===== src/rtl/bist_session_sequencer.sv =====
// bist_session_sequencer
//
// Multi-session BIST scheduler. A rising edge on START runs N_SESSIONS
// sessions back-to-back. Each session loads the LFSR seed/polynomial for
// SESSION and clears the MISR (LOAD). It then clocks N_PATTERNS patterns
// (RUN), absorbs the last response (FLUSH) and compares the MISR signature
// with the golden signature (CHECK). The block reports an aggregate PASS and
// the index of the first failing session.
//
// Optional build macro: BIST_EARLY_ABORT_EN
//   defined   -> the first mismatching CHECK goes straight to DONE.
//   undefined -> every session always runs and the run time is fixed.
//
// Ports
//   CLK          in   clock, all logic on the rising edge
//   RESET        in   synchronous active-high reset
//   START        in   run request, acted on only on a low->high transition
//   MISR_SIG     in   current MISR signature
//   GOLDEN_SIG   in   golden signature for SESSION (combinational lookup)
//   SESSION      out  current session index (seed/poly/golden select)
//   LOAD_SEED    out  one-cycle strobe: LFSR loads seed/poly for SESSION
//   MISR_CLR     out  one-cycle strobe: clear MISR (coincident with LOAD_SEED)
//   LFSR_EN      out  LFSR advance enable
//   MISR_EN      out  MISR compaction enable
//   BIST_END     out  run complete, held high in DONE
//   PASS         out  valid with BIST_END; 1 = every run session matched
//   FAIL_SESSION out  index of the first mismatching session, 0 if none
module bist_session_sequencer #(
    parameter int N_SESSIONS = 2,
    parameter int N_PATTERNS = 16,
    parameter int SIG_W      = 8,
    parameter int CNT_W      = 16,
    parameter int SES_W      = 2
) (
    input  logic             CLK,
    input  logic             RESET,
    input  logic             START,
    input  logic [SIG_W-1:0] MISR_SIG,
    input  logic [SIG_W-1:0] GOLDEN_SIG,
    output logic [SES_W-1:0] SESSION,
    output logic             LOAD_SEED,
    output logic             MISR_CLR,
    output logic             LFSR_EN,
    output logic             MISR_EN,
    output logic             BIST_END,
    output logic             PASS,
    output logic [SES_W-1:0] FAIL_SESSION
);

    localparam logic [2:0] S_IDLE  = 3'd0;
    localparam logic [2:0] S_LOAD  = 3'd1;
    localparam logic [2:0] S_RUN   = 3'd2;
    localparam logic [2:0] S_FLUSH = 3'd3;
    localparam logic [2:0] S_CHECK = 3'd4;
    localparam logic [2:0] S_DONE  = 3'd5;

    localparam logic [CNT_W-1:0] LAST_CNT = CNT_W'(N_PATTERNS - 1);
    localparam logic [SES_W-1:0] LAST_SES = SES_W'(N_SESSIONS - 1);

    logic [2:0]       state_q, state_d;
    logic             start_q;
    logic [CNT_W-1:0] cnt_q, cnt_d;
    logic [SES_W-1:0] ses_q, ses_d;
    logic             fail_q, fail_d;
    logic [SES_W-1:0] fail_ses_q, fail_ses_d;
    logic             start_rise;
    logic             mismatch;

    assign start_rise = START & ~start_q;
    assign mismatch   = (MISR_SIG != GOLDEN_SIG);

    always_comb begin
        state_d    = state_q;
        cnt_d      = cnt_q;
        ses_d      = ses_q;
        fail_d     = fail_q;
        fail_ses_d = fail_ses_q;
        case (state_q)
            S_IDLE, S_DONE: begin
                // Start and restart both begin a fresh run from session 0.
                if (start_rise) begin
                    state_d    = S_LOAD;
                    ses_d      = '0;
                    fail_d     = 1'b0;
                    fail_ses_d = '0;
                end
            end
            S_LOAD: begin
                cnt_d   = '0;
                state_d = S_RUN;
            end
            S_RUN: begin
                cnt_d = cnt_q + CNT_W'(1);
                if (cnt_q == LAST_CNT) begin
                    state_d = S_FLUSH;
                end
            end
            S_FLUSH: begin
                state_d = S_CHECK;
            end
            S_CHECK: begin
                // Only the first failing session is recorded.
                if (mismatch && !fail_q) begin
                    fail_d     = 1'b1;
                    fail_ses_d = ses_q;
                end
`ifdef BIST_EARLY_ABORT_EN
                if (mismatch || (ses_q == LAST_SES)) begin
                    state_d = S_DONE;
                end else begin
                    ses_d   = ses_q + SES_W'(1);
                    state_d = S_LOAD;
                end
`else
                if (ses_q == LAST_SES) begin
                    state_d = S_DONE;
                end else begin
                    ses_d   = ses_q + SES_W'(1);
                    state_d = S_LOAD;
                end
`endif
            end
            default: begin
                state_d = S_IDLE;
            end
        endcase
    end

    always_ff @(posedge CLK) begin
        if (RESET) begin
            state_q    <= S_IDLE;
            // Reset to 1 so a START held high through reset is not an edge.
            start_q    <= 1'b1;
            cnt_q      <= '0;
            ses_q      <= '0;
            fail_q     <= 1'b0;
            fail_ses_q <= '0;
        end else begin
            state_q    <= state_d;
            start_q    <= START;
            cnt_q      <= cnt_d;
            ses_q      <= ses_d;
            fail_q     <= fail_d;
            fail_ses_q <= fail_ses_d;
        end
    end

    assign SESSION      = ses_q;
    assign LOAD_SEED    = (state_q == S_LOAD);
    assign MISR_CLR     = (state_q == S_LOAD);
    assign LFSR_EN      = (state_q == S_RUN);
    assign MISR_EN      = (state_q == S_RUN) || (state_q == S_FLUSH);
    assign BIST_END     = (state_q == S_DONE);
    assign PASS         = (state_q == S_DONE) && !fail_q;
    assign FAIL_SESSION = fail_ses_q;

endmodule


===== config.mk =====
export PLATFORM = sky130hd
export DESIGN_NAME = bist_session_sequencer
export DESIGN_NICKNAME = d
export VERILOG_FILES = /design/src/rtl/bist_session_sequencer.sv
export SDC_FILE = /design/constraint.sdc
export NUM_CORES = 1
export LEC_CHECK = 0
export BUFFER_PORTS_ARGS = -buffer_cell sky130_fd_sc_hd__buf_2
export CORE_MARGIN = 1.5
export CORE_UTILIZATION = 45
export DETAILED_ROUTE_END_ITERATION = 8
export GPL_ROUTABILITY_DRIVEN = 0
export GPL_TIMING_DRIVEN = 0
export PLACE_DENSITY = 0.68
export SYNTH_ARGS = -nofsm -noshare
export SYNTH_HDL_FRONTEND = slang
export SYNTH_SLANG_ARGS = --single-unit

===== constraint.sdc =====
create_clock -name CLK -period 4.6 [get_ports CLK]
set_input_delay 0.92 -clock CLK [delete_from_list [all_inputs] [get_ports CLK]]
set_output_delay 0.92 -clock CLK [all_outputs]
set_load 0.1 [all_outputs]

==> summary.txt, run 1 <==
Status
  • Status: finished, final reports clean

Clocking
  • H-tree levels: 1
  • Total CTS buffers: 3
  • Setup bufs post-CTS: 0
  • CTS root buffer: clkbuf_4
  • Hold buffers post-CTS: 0
  • Later-pin clock latency in the skew report: 0.33 ns
  • Clk sink count: 25
  • Clock-pin slew on the worst setup and hold paths: 0.15 ns
  • CTS tree: done
  • # resized after CTS: 0
  • Clock Tree Buf Depth: 2

Logic synthesis
  • Synth Area in Adders: 0.02523
  • Post-synth top area share: 0.3604
  • Multiplexer share of the synthesized area: 0.04865
  • Area contributors post-synth: dfxtp_1 (36%), xnor2_1 (5.7%), nor2_1 (4.9%)
  • XOR/XNOR Fraction of Synth Area: 0.06306
  • Synth area leader: dfxtp_1
  • YS warnings: 0
  • Syn Nets: 188
  • Post-synth EDFFs: 0
  • Post-synthesis sequential area ratio: 0.3604
  • Synth Instances: 167
  • Main combinational cell family by area after synthesis: simple AND/OR/NAND/NOR gates
  • Primary FF master, synth: dfxtp_1
  • Synth Area in Simple Gates: 0.3216
  • Synth Cell Area: 0.001389 sq mm
  • Async SR Flop Fraction: 0
  • Synthesized area per cell: 8.316 sq um
  • Count of cell types in the netlist: 46
  • Compound-cell area share of the yosys netlist: 0.1225
  • FF+latch count, synth: 25

Route
  • Final wirelength: 2992 microns
  • Drt drc: 0
  • Via count: 1,280
  • Drt pass-1 iters: 5
  • WL/cell: 13.07 microns
  • Post-DRT Antenna Nets: 0
  • Iteration-0 DRC Markers: 46
  • Vias per cell: 5.590

Critical path
  • Crit path kind: reg -> out
  • Crit path max fanout: 10
  • Nature of the critical path startpoint: flip-flop
  • Required @ worst endpoint: 3.68 ns
  • Worst endpoint data arrival time: 1.92 ns
  • Critical path capture point type: output pin

Final layout
  • Layout cells sized above 1: 0.2323
  • Area of the multi-input gates: 807.0 sq um
  • Fillers: 278
  • # diodes: 0
  • Layout area overhead: 14.50%
  • Sequential cell area: 500.5 sq um
  • Layout Nets: 220
  • Finished Core Util: 0.5575

Min path
  • Hold crit path type: reg -> reg

Floorplan
  • Rows: 19
  • Die width: 58.56 microns
  • Core area: 0.002853 sq mm
  • Initial Util: 0.4868
  • Die Y-Extent: 58.56 microns
  • Die footprint: 0.003429 sq mm
  • IO Count: 29

Place
  • Port bufs: 27
  • HPWL after DPL: 2237 microns

Timing
  • Endpoints failing setup: 0
  • Slew @ Worst Pin: 0.4878 ns
  • Clock skew: 0.01100 ns
  • Crit share post-route: 0.6173
  • Final Hold Fails: 0
  • Max_slew headroom: 0.6770
  • F_max: 352.2 MHz
  • RSZ-0062 raised after global routing: false
  • Fin crit period: 2.839 ns
  • Setup TNS: 0 ns
  • Slew Viols, Final: 0

Global route
  • Initial antenna violation count: 0
  • Number of global-route vias before repair: 1,257
  • Largest net degree at the start of global routing: 15
  • GRT Overall Usage: 0.2000
  • First-pass GRT wire length: 5285 microns
  • Congestion Overflow GR: 0

Flow run
  • MaxCap Viol Count: 0

Power
  • Leakage: 0.0006513 uW
  • Maximum VDD drop: 0.1778 mV
  • PwrDens: 234.2 mW/mm^2
==> cell usage in the layout (no fill, tap or decap), types with 4 or more instances in the layout <==
master	n
buf_2	29
nor2_1	18
inv_1	4
nand4_1	9
o21ai_0	4
nor3_1	4
xnor2_1	9
nand2_1	17
dfxtp_1	25
clkbuf_1	4
a21oi_1	10
nand3_1	7
==> metrics by stage <==
step	hold WS (ns)	power, uW	cells	worst slack [ns]	area (sq um)
after detailed placement	0.4522	273.6	225	2.164	1563
after floorplan	0.4329	258.8	167	1.845	1389
after global placement	0.4426	272.3	225	2.155	1563
final	0.4704	372.5	229	1.761	1590
after global routing	0.5177	390.7	229	1.647	1590
after CTS	0.4712	375.2	229	1.757	1590
==> cells by family after synthesis <==
kind of cell,after synthesis
and+or+nand+nor,81
muxes,6
AOI/OAI and AO/OA,27
buffers and inverters,15
xor gates and xnor gates,10
DFF,25
adders and majority gates,3
==> power breakdown <==
group / total, uW / internal (uW) / switching [uW]
Clock: 104 / 32.7 / 71.2
Combinational: 48.6 / 19.2 / 29.4
Sequential: 220 / 219 / 1.25
==> final cells by class <==
cell class,count,share of cell area
buffer,10,0.03934
multi-input combinational,127,0.5075
inverter,5,0.01180
clock inverter,1,0.003147
clock buffer,3,0.01416
timing repair buffer,27,0.08497
tap,31,0.02439
sequential,25,0.3147
==> per-layer routing <==
layer  GRT usage  up-vias  wire [microns]
li1            -      648               -
met1      0.2527      599            1377
met2      0.3226       28            1460
met3     0.05055        5             121
met4     0.08638        0              34
met5           0        -               0
==> final timing paths <==
| check | startpoint | to | slack (ns) | depth (start not counted) |
|---|---|---|---|---|
| worst max-delay path | state_q[1]$_SDFFE_PP0P_ | LFSR_EN | 1.76 | 5 |
| worst min-delay path | fail_q$_SDFFE_PP0P_ | fail_q$_SDFFE_PP0P_ | 0.47 | 2 |
| worst max register to register | state_q[1]$_SDFFE_PP0P_ | cnt_q[7]$_SDFFE_PP0P_ | 2.83 | 7 |
| worst min register to register | fail_q$_SDFFE_PP0P_ | fail_q$_SDFFE_PP0P_ | 0.47 | 2 |
==> sequential cells by signal (all words and copies together), names as in the netlist <==
signal        cells
cnt_q            16
FAIL_SESSION      2
state_q           3
start_q           1
SESSION           2
fail_q            1
==> critical path: stages (launching register included) <==
cell     delay, ns
dfxtp_1       0.34
buf_4         0.15
or3b_1        0.37
buf_6         0.16
inv_2         0.12
buf_2         0.45
==> cell usage after synthesis (3+ instances only) <==
cell / count
a21oi_1: 10
nor2_1: 18
nand4b_1: 3
a311oi_1: 3
nand2_1: 17
nand4_1: 9
mux2i_1: 3
xnor2_1: 9
nor4_1: 3
inv_1: 4
o21ai_0: 4
nor3_1: 4
o31ai_1: 3
nor2b_1: 3
clkbuf_1: 4
nand3_1: 7
dfxtp_1: 25
Note: power is estimated with default switching activity, not from simulation.
==> run 2, diff against run 1 <==
--- a/config.mk
+++ b/config.mk
@@ -11,7 +11,7 @@
 export DETAILED_ROUTE_END_ITERATION = 8
 export GPL_ROUTABILITY_DRIVEN = 0
 export GPL_TIMING_DRIVEN = 0
-export PLACE_DENSITY = 0.68
+export PLACE_DENSITY = 0.7
 export SYNTH_ARGS = -nofsm -noshare
 export SYNTH_HDL_FRONTEND = slang
 export SYNTH_SLANG_ARGS = --single-unit
==> constraint.sdc (replaced) <==
create_clock -name CLK -period 2.6 [get_ports CLK]
set_input_delay 0.52 -clock CLK [delete_from_list [all_inputs] [get_ports CLK]]
set_output_delay 0.52 -clock CLK [all_outputs]
set_load 0.1 [all_outputs]
==> run 2 against run 1 <==
First-iteration DRC count fell by 6.5%. Combinational power up 77%. Routed wire length fell by 3.6%. Critical path type unchanged. Sequential share of layout area hardly changed. Largest cell class unchanged. Sequential cell count is the same. Clock power rose by 77%. Die area stayed put. Utilization rose by 0.088 points. Non-clock buffer count unchanged. Final area up 0.16%. Largest power group unchanged.
==> summary.txt, run 2 (synthesis gave the netlist of run 1 again) <==
Timing
  • Clock skew: 0.003448 ns (-0.007557 ns)
  • Setup TNS: 0 ns (unchanged)
  • RSZ-0062 raised after global routing: false
  • Slew Viols, Final: 0 (unchanged)
  • Crit share post-route: 0.9345
  • Slew @ Worst Pin: 0.4899 ns (+0.002016 ns)
  • Worst Setup Slack, final: 0.1704 ns (-1.590 ns)
  • Fin crit period: 2.430 ns
  • Endpoints failing setup: 0 (unchanged)
  • Final Hold Fails: 0 (unchanged)
  • F_max: 411.6 MHz
  • Max_slew headroom: 0.6757 (-0.001335)

Critical path
  • CP top delay family: buffers and inverters
  • Crit path cell chain: buf_4 > or3b_1 > buf_6 > inv_2 > buf_2
  • Buf/Inv on CP: 4 (unchanged)
  • Slowest CP cell: buf_2
  • Crit-path max cell delay: 0.44 ns (about the same)
  • Required @ worst endpoint: 2.08 ns (-1.60 ns)
  • Crit path kind: reg -> out
  • Crit path max fanout: 10 (unchanged)
  • Worst endpoint data arrival time: 1.91 ns (about the same)
  • Critical path capture point type: output pin
  • Nature of the critical path startpoint: flip-flop

Global route
  • Initial antenna violation count: 0 (unchanged)
  • GRT Overall Usage: 0.1866 (-0.01336)
  • First-pass GRT wire length: 4981 microns (-5.8%)
  • Number of global-route vias before repair: 1,210 (-3.7%)
  • Largest net degree at the start of global routing: 16 (+1)
  • Congestion Overflow GR: 0 (unchanged)

Route
  • Final wirelength: 2885 microns (-3.6%)
  • Via count: 1,281 (+0.078%)
  • DR WL met3: 95 microns (-21%)
  • Top sig layer: met4
  • Post-DRT Antenna Nets: 0 (unchanged)
  • Met2 WL: 1317 microns (-9.8%)
  • Drt pass-1 iters: 4 (-1)
  • Drt drc: 0 (unchanged)
  • Met1 wire length: 1417 microns (+2.9%)
  • Iteration-0 DRC Markers: 43 (-6.5%)
  • Vias per cell: 5.594 (about the same)
  • WL/cell: 12.60 microns (-3.6%)

Clocking
  • H-tree levels: 1 (unchanged)
  • Setup bufs post-CTS: 0 (unchanged)
  • CTS root buffer: clkbuf_4
  • Clk sink count: 25 (unchanged)
  • # resized after CTS: 0 (unchanged)
  • Clock-pin slew on the worst setup and hold paths: 0.14 ns (about the same)
  • Later-pin clock latency in the skew report: 0.33 ns (about the same)
  • Clock Tree Buf Depth: 2 (unchanged)
  • Hold buffers post-CTS: 0 (unchanged)
  • Total CTS buffers: 3 (unchanged)
  • CTS tree: done

Floorplan
  • Rows: 19 (unchanged)
  • Core area: 0.002853 sq mm (unchanged)
  • IO Count: 29 (unchanged)
  • Die width: 58.56 microns (unchanged)
  • Initial Util: 0.4868 (unchanged)
  • Die Y-Extent: 58.56 microns (unchanged)
  • Die footprint: 0.003429 sq mm (unchanged)

Final layout
  • Layout area overhead: 14.68%
  • Most flop-heavy register: cnt_q
  • Leading cell types in the layout, fill and taps excluded: buf_2 (29), dfxtp_1 (25), nor2_1 (18)
  • Finished Core Util: 0.5583 (+0.0008770)
  • Largest registers: cnt_q x16, state_q x3
  • # diodes: 0 (unchanged)
  • Layout Nets: 220 (unchanged)
  • Layout cells sized above 1: 0.2323 (unchanged)
  • Largest register FFs: 16 (unchanged)
  • Most common cell after layout, fill and taps aside: buf_2

Status
  • Status: finished, final reports clean

Min path
  • Hold crit path type: in -> reg

Power
  • Leakage: 0.0006475 uW (-0.58%)
  • PwrDens: 414.0 mW/mm^2 (+77%)
  • Maximum VDD drop: 0.1952 mV (+9.8%)
  • Tot Pwr: 659.4 uW (+77%)

Place
  • DP Worst Slack: 0.5671 ns (-1.597 ns)
  • Port bufs: 27 (unchanged)
  • HPWL after DPL: 2182 microns (-2.4%)

Flow run
  • MaxCap Viol Count: 0 (unchanged)
run 2: cell count changes in the layout (fill, tap and decap cells not counted):
| cell | change |
|---|---|
| clkinv_2 | -1 |
| clkinvlp_4 | +1 |
run 2: worst register-to-register path: cells and delay by family (launching register included):
| family | cells | cell delay, ns |
|---|---|---|
| flops | 1 | 0.34 |
| simple gates | 4 | 0.94 |
| buf+inv | 2 | 0.31 |
| compound gates | 1 | 0.12 |
run 2: final cells by class:
class                   count  area (sq um)
fillers                   273          1260
multi-input cells         127         807.0
flip-flops and latches     25         500.5
repair buffers             27         135.1
plain buffers              10         62.56
well taps                  31         38.79
clock buffers               3         22.52
inverters                   5         18.77
clock inverters             1         7.507
run 2: stage by stage:
step | instance area (sq um) | hold slack [ns] | cells
floorplan | 1389 | 0.4329 | 167
global placement | 1563 | 0.4446 | 225
detailed placement | 1563 | 0.4582 | 225
CTS | 1593 | 0.3806 | 229
global route | 1593 | 0.3928 | 229
finish | 1593 | 0.3858 | 229
run 2: worst paths after layout:
check	startpoint	end	slack, ns	cells after the start
hold reg to reg	fail_q$_SDFFE_PP0P_	fail_q$_SDFFE_PP0P_	0.47	2
setup reg to reg	state_q[1]$_SDFFE_PP0P_	cnt_q[10]$_SDFFE_PP0P_	0.84	7
hold / removal	START	start_q$_SDFF_PP1_	0.39	2
setup / recovery	state_q[1]$_SDFFE_PP0P_	LFSR_EN	0.17	5
run 2: metal layers:
| layer | up-vias | global-route usage |
|---|---|---|
| li1 | 652 | - |
| met1 | 597 | 0.2486 |
| met2 | 27 | 0.3018 |
| met3 | 5 | 0.02637 |
| met4 | 0 | 0.07973 |
| met5 | - | 0 |
run 2: where the power goes:
| group | switching [uW] | internal, uW |
|---|---|---|
| Sequential | 2.19 | 387 |
| Clock | 125 | 59.1 |
| Combinational | 52.1 | 33.9 |
| Total | 180 | 480 |
